**config.mk**
```make
export PLATFORM = sky130hd
export DESIGN_NAME = ab_window_monitor_flat
export DESIGN_NICKNAME = d
export VERILOG_FILES = /design/src/rtl/ab_window_monitor_pkg.sv /design/src/rtl/ab_window_monitor_if.sv /design/src/rtl/ab_window_monitor_sat_counter.sv /design/src/rtl/ab_window_monitor.sv /design/src/flat_wrapper.sv
export SDC_FILE = /design/constraint.sdc
export NUM_CORES = 1
export LEC_CHECK = 0
export BUFFER_PORTS_ARGS = -buffer_cell sky130_fd_sc_hd__clkbuf_2
export CAP_MARGIN = 15
export CORE_ASPECT_RATIO = 0.7
export CORE_MARGIN = 4
export CORE_UTILIZATION = 55
export DETAILED_ROUTE_END_ITERATION = 8
export PLACE_DENSITY = 0.82
export SYNTH_ARGS = -nofsm -noshare
export SYNTH_HDL_FRONTEND = slang
export SYNTH_HIERARCHICAL = 1
export SYNTH_SLANG_ARGS = --single-unit
```
**constraint.sdc**
```tcl
create_clock -name clk -period 3.45 [get_ports clk]
set_input_delay 0.345 -clock clk [delete_from_list [all_inputs] [get_ports clk]]
set_output_delay 0.345 -clock clk [all_outputs]
set_load 0.02 [all_outputs]
```
**src/rtl/ab_window_monitor_pkg.sv**
```systemverilog
// ab_mon_pkg: shared types and constants for the signal_a/signal_b window monitor.
//   state_t          : window FSM states (IDLE, OPEN, DEAD)
//   ST_VIOL, ST_TOUT : bit positions inside the 2-bit sticky status word
package ab_mon_pkg;

    typedef enum logic [1:0] {
        IDLE = 2'd0,   // no window open; waiting for signal_a
        OPEN = 2'd1,   // window open; signal_b must stay low
        DEAD = 2'd2    // window already failed; waiting for the next signal_a
    } state_t;

    localparam int ST_VIOL = 0;
    localparam int ST_TOUT = 1;

endpackage

```
**src/rtl/ab_window_monitor_if.sv**
```systemverilog
// ab_window_monitor_if: groups the monitored signals, controls and report outputs.
//   signal_a, signal_b : monitored producer signals
//   clr, irq_en        : synchronous status/counter clear, interrupt enable
//   pass_pulse, fail_pulse, tout_pulse : one-cycle event reports
//   status[1:0]        : sticky flags ([0] violation, [1] timeout)
//   pass_cnt, fail_cnt : saturating window counters, CNT_W bits
//   irq                : registered interrupt
// The master modport drives the inputs and observes the reports; the slave
// modport is the monitor itself.
interface ab_window_monitor_if #(parameter int CNT_W = 8);

    logic             signal_a;
    logic             signal_b;
    logic             clr;
    logic             irq_en;
    logic             pass_pulse;
    logic             fail_pulse;
    logic             tout_pulse;
    logic [1:0]       status;
    logic [CNT_W-1:0] pass_cnt;
    logic [CNT_W-1:0] fail_cnt;
    logic             irq;

    modport master (
        output signal_a, signal_b, clr, irq_en,
        input  pass_pulse, fail_pulse, tout_pulse, status, pass_cnt, fail_cnt, irq
    );

    modport slave (
        input  signal_a, signal_b, clr, irq_en,
        output pass_pulse, fail_pulse, tout_pulse, status, pass_cnt, fail_cnt, irq
    );

endinterface

```
**src/rtl/ab_window_monitor_sat_counter.sv**
```systemverilog
// sat_counter: W-bit up counter that holds at all-ones.
//   clk, reset : clock, asynchronous active-high reset
//   clr        : synchronous clear, applied before the increment of the same cycle
//   inc        : count one event
//   count      : current value
module sat_counter #(
    parameter int W = 8
) (
    input  logic         clk,
    input  logic         reset,
    input  logic         clr,
    input  logic         inc,
    output logic [W-1:0] count
);

    logic [W-1:0] base;

    // Clear first, so a clear and an event on the same cycle leave a count of one.
    assign base = clr ? '0 : count;

    // NOTE: state registers use non-blocking assignments so every flop samples
    // the pre-edge values regardless of the order the blocks are evaluated.
    always_ff @(posedge clk or posedge reset) begin
        if (reset) begin
            count <= '0;
        end else if (inc && (base != '1)) begin
            count <= base + 1'b1;
        end else begin
            count <= base;
        end
    end

endmodule

```
**src/rtl/ab_window_monitor.sv**
```systemverilog
// ab_window_monitor: checks that once signal_a is sampled high, signal_b stays low
// on every following cycle up to and including the next signal_a.
//   clk, reset : single clock, asynchronous active-high reset
//   bus        : ab_window_monitor_if slave (inputs, pulses, status, counters, irq)
// Every report is registered: an input sampled at edge t is reported in cycle t+1.
// MAX_GAP = 0 disables the gap timeout.
module ab_window_monitor
    import ab_mon_pkg::*;
#(
    parameter int CNT_W   = 8,
    parameter int GAP_W   = 16,
    parameter int MAX_GAP = 0
) (
    input  logic                 clk,
    input  logic                 reset,
    ab_window_monitor_if.slave   bus
);

    localparam logic             TOUT_EN  = (MAX_GAP != 0);
    // Only meaningful when TOUT_EN is set.
    localparam logic [GAP_W-1:0] TOUT_LEN = GAP_W'(MAX_GAP - 1);

    state_t           state, state_nxt;
    logic [GAP_W-1:0] len, len_nxt;
    logic             pass_nxt, fail_nxt, tout_nxt;

    logic             pass_q, fail_q, tout_q, irq_q;
    logic [1:0]       status_q;
    logic [CNT_W-1:0] pass_cnt, fail_cnt;

    // ------------------------------------------------------------------
    // Window FSM: state register
    // ------------------------------------------------------------------
    always_ff @(posedge clk or posedge reset) begin
        if (reset) begin
            state <= IDLE;
            len   <= '0;
        end else begin
            state <= state_nxt;
            len   <= len_nxt;
        end
    end

    // ------------------------------------------------------------------
    // Window FSM: next state and event decode
    // ------------------------------------------------------------------
    always_comb begin
        // NOTE: every output of this block gets a default first, so no path
        // leaves a variable unassigned and no latch is inferred.
        state_nxt = state;
        len_nxt   = len;
        pass_nxt  = 1'b0;
        fail_nxt  = 1'b0;
        tout_nxt  = 1'b0;

        unique case (state)
            IDLE: begin
                // signal_b is not checked on the opening cycle.
                if (bus.signal_a) begin
                    state_nxt = OPEN;
                    len_nxt   = '0;
                end
            end

            OPEN: begin
                if (bus.signal_b && bus.signal_a) begin
                    // Old window fails, the same signal_a opens a new one.
                    fail_nxt = 1'b1;
                    len_nxt  = '0;
                end else if (bus.signal_b) begin
                    // One fail per window; ignore signal_b until the next signal_a.
                    fail_nxt  = 1'b1;
                    state_nxt = DEAD;
                end else if (bus.signal_a) begin
                    // Closing signal_a is also the opening signal_a of the next window.
                    pass_nxt = 1'b1;
                    len_nxt  = '0;
                end else if (TOUT_EN && (len == TOUT_LEN)) begin
                    tout_nxt  = 1'b1;
                    state_nxt = IDLE;
                end else if (len != '1) begin
                    len_nxt = len + 1'b1;
                end
            end

            DEAD: begin
                // signal_b on the reopening cycle is ignored.
                if (bus.signal_a) begin
                    state_nxt = OPEN;
                    len_nxt   = '0;
                end
            end

            default: begin
                state_nxt = IDLE;
                len_nxt   = '0;
            end
        endcase
    end

    // ------------------------------------------------------------------
    // Registered pulses, sticky status and interrupt
    // ------------------------------------------------------------------
    always_ff @(posedge clk or posedge reset) begin
        if (reset) begin
            pass_q   <= 1'b0;
            fail_q   <= 1'b0;
            tout_q   <= 1'b0;
            status_q <= 2'b00;
            irq_q    <= 1'b0;
        end else begin
            pass_q   <= pass_nxt;
            fail_q   <= fail_nxt;
            tout_q   <= tout_nxt;
            // clr wipes the old flags; an event on the same cycle still lands.
            status_q[ST_VIOL] <= (status_q[ST_VIOL] & ~bus.clr) | fail_nxt;
            status_q[ST_TOUT] <= (status_q[ST_TOUT] & ~bus.clr) | tout_nxt;
            // Built from the registered status, so irq trails status by a cycle.
            irq_q    <= (status_q != 2'b00) & bus.irq_en;
        end
    end

    // ------------------------------------------------------------------
    // Saturating window counters (a timeout is not a failed window)
    // ------------------------------------------------------------------
    sat_counter #(.W(CNT_W)) u_pass_cnt (
        .clk   (clk),
        .reset (reset),
        .clr   (bus.clr),
        .inc   (pass_nxt),
        .count (pass_cnt)
    );

    sat_counter #(.W(CNT_W)) u_fail_cnt (
        .clk   (clk),
        .reset (reset),
        .clr   (bus.clr),
        .inc   (fail_nxt),
        .count (fail_cnt)
    );

    assign bus.pass_pulse = pass_q;
    assign bus.fail_pulse = fail_q;
    assign bus.tout_pulse = tout_q;
    assign bus.status     = status_q;
    assign bus.pass_cnt   = pass_cnt;
    assign bus.fail_cnt   = fail_cnt;
    assign bus.irq        = irq_q;

endmodule

```
**src/flat_wrapper.sv**
```systemverilog
// flat-port wrapper written by rule: the top's interface ports become plain ports
module ab_window_monitor_flat import ab_mon_pkg::*;
#(
    parameter int CNT_W   = 8,
    parameter int GAP_W   = 16,
    parameter int MAX_GAP = 0
)
  (clk, reset, bus_signal_a, bus_signal_b, bus_clr, bus_irq_en, bus_pass_pulse, bus_fail_pulse, bus_tout_pulse, bus_status, bus_pass_cnt, bus_fail_cnt, bus_irq);
  ab_window_monitor_if #(.CNT_W(CNT_W)) bus_i ();
  input  logic clk;
  input  logic reset;
  input wire logic [$bits(bus_i.signal_a)-1:0] bus_signal_a;
  input wire logic [$bits(bus_i.signal_b)-1:0] bus_signal_b;
  input wire logic [$bits(bus_i.clr)-1:0] bus_clr;
  input wire logic [$bits(bus_i.irq_en)-1:0] bus_irq_en;
  output wire logic [$bits(bus_i.pass_pulse)-1:0] bus_pass_pulse;
  output wire logic [$bits(bus_i.fail_pulse)-1:0] bus_fail_pulse;
  output wire logic [$bits(bus_i.tout_pulse)-1:0] bus_tout_pulse;
  output wire logic [$bits(bus_i.status)-1:0] bus_status;
  output wire logic [$bits(bus_i.pass_cnt)-1:0] bus_pass_cnt;
  output wire logic [$bits(bus_i.fail_cnt)-1:0] bus_fail_cnt;
  output wire logic [$bits(bus_i.irq)-1:0] bus_irq;
  assign bus_i.signal_a = bus_signal_a;
  assign bus_i.signal_b = bus_signal_b;
  assign bus_i.clr = bus_clr;
  assign bus_i.irq_en = bus_irq_en;
  assign bus_pass_pulse = bus_i.pass_pulse;
  assign bus_fail_pulse = bus_i.fail_pulse;
  assign bus_tout_pulse = bus_i.tout_pulse;
  assign bus_status = bus_i.status;
  assign bus_pass_cnt = bus_i.pass_cnt;
  assign bus_fail_cnt = bus_i.fail_cnt;
  assign bus_irq = bus_i.irq;
  ab_window_monitor #(.CNT_W(CNT_W), .GAP_W(GAP_W), .MAX_GAP(MAX_GAP)) u_core (.clk(clk), .reset(reset), .bus(bus_i));
endmodule
```
==> results.cfg, run 1 <==
[placed_design]
gp_congestion = 0.8080
place.port_buffers = 26
dp_hpwl_mm = 1.638
postPlaceCellArea_mm2 = 0.001234
dp_slack_ns = 1.850

[logic_synthesis]
ys_types = 33
synthTopCellsByArea = dfrtp_1, a21oi_1, nand4_4
ys_seq_elements = 23
synthFlopType = dfrtp_1
avgSynthCellArea_um2 = 10.84
syn_nets = 109
synth_largest_area_cell = dfrtp_1
async_flop_share_pct = 100.0
yosysWarnings = 6
synth_edf_count = 0
synth_cells = 103
ys_seq_area_share_pct = 51.57
synth_top_area_share_pct = 51.57
syn-cell-area_mm2 = 0.001116

[clock_network]
tritoncts = built
cts_buffers = 3
cts_root_buf = clkbuf_4
cts.sinks = 23
max-clock-path-buffers = 2
insertion_delay_ns = 0.31
cts_setup_buffers = 0
cts_max_level = 1
clk_pin_slew_ns = 0.13

[sta]
rsz0062_at_grt = false
min_period_ns = 1.619
finalClockSkew_ns = 0.006825
holdWs_ns = 0.2023
hold_viol = 0
setup_tns_ns = 0
fin_crit_sh_pct = 46.93
drv_slew = 0
max_freq_ghz = 0.6176
finalWorstSetupSlack_ns = 1.831
setup_viol = 0

[finish]
layout_common_cells = clkbuf_2, dfrtp_1, a21oi_1
final_common_cell = clkbuf_2
finalInstanceArea_mm2 = 0.001271
n_antenna_cell = 0
nFillCells = 157
multi_input_area_um2 = 466.7
syn_to_final_growth_pct = 13.90
fin_util_pct = 67.37
drive_gt1_share_pct = 32.56
final_net_count = 136
register_area_um2 = 575.6

[global_route]
use_met3_pct = 6.232
grt_pass1_wl_mm = 3.553
antenna_found_initial = 0
met2_usage_pct = 25.05
grtUsageMet1_pct = 25.36
grt_pass1_vias = 778
grt_overflow = 0
grtUsageTotal_pct = 17.63
grt_max_degree = 21
top_usage_layer = met1

[critical_path]
reg2reg_setup_slack_ns = 1.83
path_class = reg2reg
timing.critical_path.required_ns = 3.64
reg2reg_from = u_core/state[1]
cp_max_fo = 8
reg2reg_to = u_core/u_fail_cnt/count[5]
r2r_cells = 5
start_kind = flip-flop
end_kind = flip-flop
crit_arrival_ns = 1.81

[pwr]
p_leak_uw = 0.0006393
p_sw_share_pct = 28.04
clock_power_share_pct = 25.8
intPower_uw = 342.9
pwr_density_cell_mw_per_mm2 = 374.8
irDropWorstVdd_uv = 272.5
p_switching_uw = 133.6
seqPwrFrac_pct = 62.2
combPwrFrac_pct = 11.9

[run]
max_cap_viol_count = 0

[routing]
wl_mm = 2.244
drt-pass1-iter-count = 4
avgViaCountPerCell = 5.974
via_count = 902
drc = 0
drt_iter0_drc = 41
avgRoutedWirePerCell_um = 14.86
ant_nets = 0

[outcome]
outcome = finished clean

[hold_path]
min_path_type = in2reg
worstHoldStart = bus_signal_a
min_path_cells = 2
whs_endpoint = u_core/state[1]

[floorplan]
die_h_um = 45.69
core_mm2 = 0.001887
start_util_pct = 59.15
die_w_um = 61.84
die-area_mm2 = 0.002825
rows = 13
io_pins = 28
critical path, cell delays in order (launching register included):
cell and delay, ns:
dfrtp_1 0.43, nand3b_1 0.21, inv_1 0.25, nand4_4 0.18, o311ai_1 0.32, o41ai_1 0.11
cells in the mapped netlist, types with 2 or more instances:
library cell and n:
nor3_1 6, o41ai_1 2, and3b_2 2, nand2_1 4, nor4_1 2, o21bai_1 2
nand4_1 2, buf_6 2, inv_1 9, a21oi_1 11, and3_1 2, and4_2 2
nand3_1 2, a31oi_1 6, a211oi_2 2, a211oi_1 2, nand4_4 2, nor2_1 2
buf_2 2, and3_2 2, and4b_1 2, dfrtp_1 23, o311ai_1 2
routing by layer:
metal / wire length, µm / up-vias
li1: - / 441
met1: 1100 / 428
met2: 960 / 31
met3: 167 / 2
met4: 15 / 0
met5: 0 / -
per-stage QoR:
step / instances / power, µW
global placement: 146 / 355.3
detailed placement: 146 / 358.5
finish: 151 / 476.5
floorplan: 103 / 339.2
CTS: 151 / 481.2
global route: 151 / 499.8
area by class of cell:
class | count | share of cell area, %
Sequential cell | 23 | 45.28
Multi-Input combinational cell | 66 | 36.71
Timing Repair Buffer | 27 | 11.02
Inverter | 9 | 2.657
Tap cell | 22 | 2.165
Clock buffer | 3 | 1.772
Clock inverter | 1 | 0.3937
power by group through the flow:
stage / registers [µW] / clock network, µW / logic, µW
global placement: 300 / 0 / 55.2
detailed placement: 302 / 0 / 56.8
finish: 296 / 123 / 56.9
global route: 298 / 138 / 63.4
floorplan: 311 / 0 / 28.4
CTS: 296 / 127 / 57.9
worst max path at each step:
stage	startpoint	to	slack [ns]	depth (start not counted)
2_1_floorplan	u_core/state[1]	u_core/u_pass_cnt/count[5]	2.03	4
3_3_place_gp	bus_signal_b	u_core/u_pass_cnt/count[5]	1.93	5
3_5_place_dp	u_core/state[1]	u_core/u_fail_cnt/count[5]	1.85	5
4_1_cts	u_core/state[1]	u_core/u_fail_cnt/count[5]	1.81	5
5_1_grt	u_core/state[1]	u_core/u_fail_cnt/count[5]	1.69	5
6_report	u_core/state[1]	u_core/u_fail_cnt/count[5]	1.83	5
flip-flops by register name, indices dropped and copies added, names as in the netlist:
register and count:
u_core/bus.irq 1, u_core/bus.pass_pulse 1, u_core/u_fail_cnt/count 8, u_core/bus.status 2, u_core/state 2, u_core/bus.fail_pulse 1
u_core/u_pass_cnt/count 8
logic make-up (layout without fill, tap and decap cells):
logic type | after synthesis | in the layout | share of synthesized area, %
other cells | 1 | 1 | 0.3360
flops | 23 | 23 | 51.57
compound gates | 30 | 30 | 18.27
buf+inv | 14 | 40 | 6.614
simple gates | 35 | 35 | 23.21
what timing repair did:
action,4_1_cts,5_1_grt
endpoints found under the hold margin,23,0
resized for setup,0,0
hold buffers,1,0
Power figures use the tool's default switching activity.
==> inputs of run 2 (changes only) <==
- CORE_UTILIZATION: 55 -> 51
- PLACE_DENSITY: 0.82 -> 0.77
- clock period: 3.45 -> 1.5 ns (I/O delays scaled with it)
==> results.cfg, run 2 (same netlist as run 1, synthesis figures left out) <==
[critical_path]
start_kind = flip-flop
crit_slowest_cell = dfrtp_1
path_class = reg2reg
cp_top_family = simple AND/OR/NAND/NOR gates
slowest_delay_ns = 0.43
crit_arrival_ns = 1.71
path_cells = and4bb_2 > buf_6 > and4_4 > and4b_1 > nor3_2
timing.critical_path.required_ns = 1.72
end_kind = flip-flop
cp_max_fo = 3
critical_path_buf_inv_count = 1

[sta]
max_freq_ghz = 0.6732
drv_slew = 0
setup_tns_ns = 0
rsz0062_at_grt = true
fin_crit_sh_pct = 99.03
finalWorstSetupSlack_ns = 0.01453
setup_viol = 0
min_period_ns = 1.485
finalClockSkew_ns = 0.008029
hold_viol = 0

[outcome]
outcome = finished clean

[finish]
fin_util_pct = 70.57
syn_to_final_growth_pct = 24.44
n_antenna_cell = 0
final_common_cell = clkbuf_2
drive_gt1_share_pct = 38.97
final_cells = 166
finalInstanceArea_mm2 = 0.001389
reg_top3 = u_core/u_fail_cnt/count x8, u_core/u_pass_cnt/count x8
final_net_count = 143
layout_common_cells = clkbuf_2, dfrtp_1, a21oi_1

[clock_network]
max-clock-path-buffers = 2
cts_root_buf = clkbuf_4
clk_pin_slew_ns = 0.13
insertion_delay_ns = 0.33
cts_max_level = 1
cts_buffers = 3
tritoncts = built
cts.sinks = 23

[placed_design]
gp_congestion = 0.7602
dp_slack_ns = 0.03034
dp_cells = 157
postPlaceCellArea_mm2 = 0.001266
dp_hpwl_mm = 1.865
place.port_buffers = 26

[pwr]
p_leak_uw = 0.0006838
irDropWorstVdd_uv = 522.9
pwr_density_cell_mw_per_mm2 = 821.7

[routing]
drt-pass1-iter-count = 4
avgViaCountPerCell = 5.807
wl_mm = 2.628
drt_iter0_drc = 67
ant_nets = 0
avgRoutedWirePerCell_um = 15.83
drc = 0
via_count = 964

[global_route]
grtUsageTotal_pct = 18.66
met2_usage_pct = 28.95
use_met3_pct = 5.981
top_usage_layer = met2
grt_pass1_vias = 862
grt_max_degree = 14
grtUsageMet1_pct = 24.13
antenna_found_initial = 0
grt_overflow = 0
grt_pass1_wl_mm = 4.043

[floorplan]
core_mm2 = 0.001968
die-area_mm2 = 0.003013
die_w_um = 63.91
die_h_um = 47.14
io_pins = 28
rows = 13
start_util_pct = 56.71

[run]
max_cap_viol_count = 0

[hold_path]
min_path_type = in2reg
## run 2: changes by cell type in the layout (fill, tap and decap cells not counted), sizes merged
cell         delta
buf             +6
dlygate4sd3     +1
## run 2: layout make-up
type | instances | area [µm²]
fillers | 134 | 579.3
multi-input cells | 66 | 515.5
flip-flops and latches | 23 | 575.6
repair buffers | 34 | 198.9
well taps | 30 | 37.54
clock buffers | 3 | 22.52
clock inverters | 1 | 5.005
inverters | 9 | 33.78
## run 2: final timing paths
path / depth (start not counted) / to / slack (ns) / startpoint
max: 5 / u_core/u_pass_cnt/count[6] / 0.01 / u_core/state[1]
min: 2 / u_core/bus.irq / 0.01 / bus_irq_en
max reg2reg: 5 / u_core/u_pass_cnt/count[6] / 0.01 / u_core/state[1]
min reg2reg: 1 / u_core/bus.irq / 0.54 / u_core/bus.status[0]
max in group asynchronous: 3 / u_core/u_pass_cnt/count[3] / 0.91 / reset
min in group asynchronous: 3 / u_core/bus.pass_pulse / 0.30 / reset
## run 2: power by group
part / total [µW] / switching [µW] / internal [µW]
sequential: 684 / 38.4 / 646
combinational: 158 / 98.3 / 59.9
clock: 299 / 198 / 100
total: 1140 / 335 / 806
## run 2: what timing repair did
action                                  CTS  global route
endpoints found under the hold margin    24             0
buffers inserted                          2             1
hold buffers                              2             0
gates resized for setup                   2             7
pin swaps                                 2             1
endpoints found under the setup margin    1             3
## run 2: worst reg2reg max path, cell delays in order (launching register included)
cell and delay (ns):
dfrtp_1 0.43, and4bb_2 0.37, buf_6 0.12, and4_4 0.23, and4b_1 0.20, nor3_2 0.05
## run 2: per-stage QoR
step / total power (µW) / hold slack (ns)
3_3_place_gp: 827.6 / 0.09318
5_1_grt: 1194 / -0.0003986
4_1_cts: 1133 / 0.01535
6_report: 1141 / 0.01402
2_1_floorplan: 780.2 / -0.04660
3_5_place_dp: 834.7 / 0.09811
## run 2: layer usage
layer	wire length, µm	up-vias
met5	0	-
met4	48	0
met3	180	6
met2	1175	39
met1	1223	468
li1	-	451
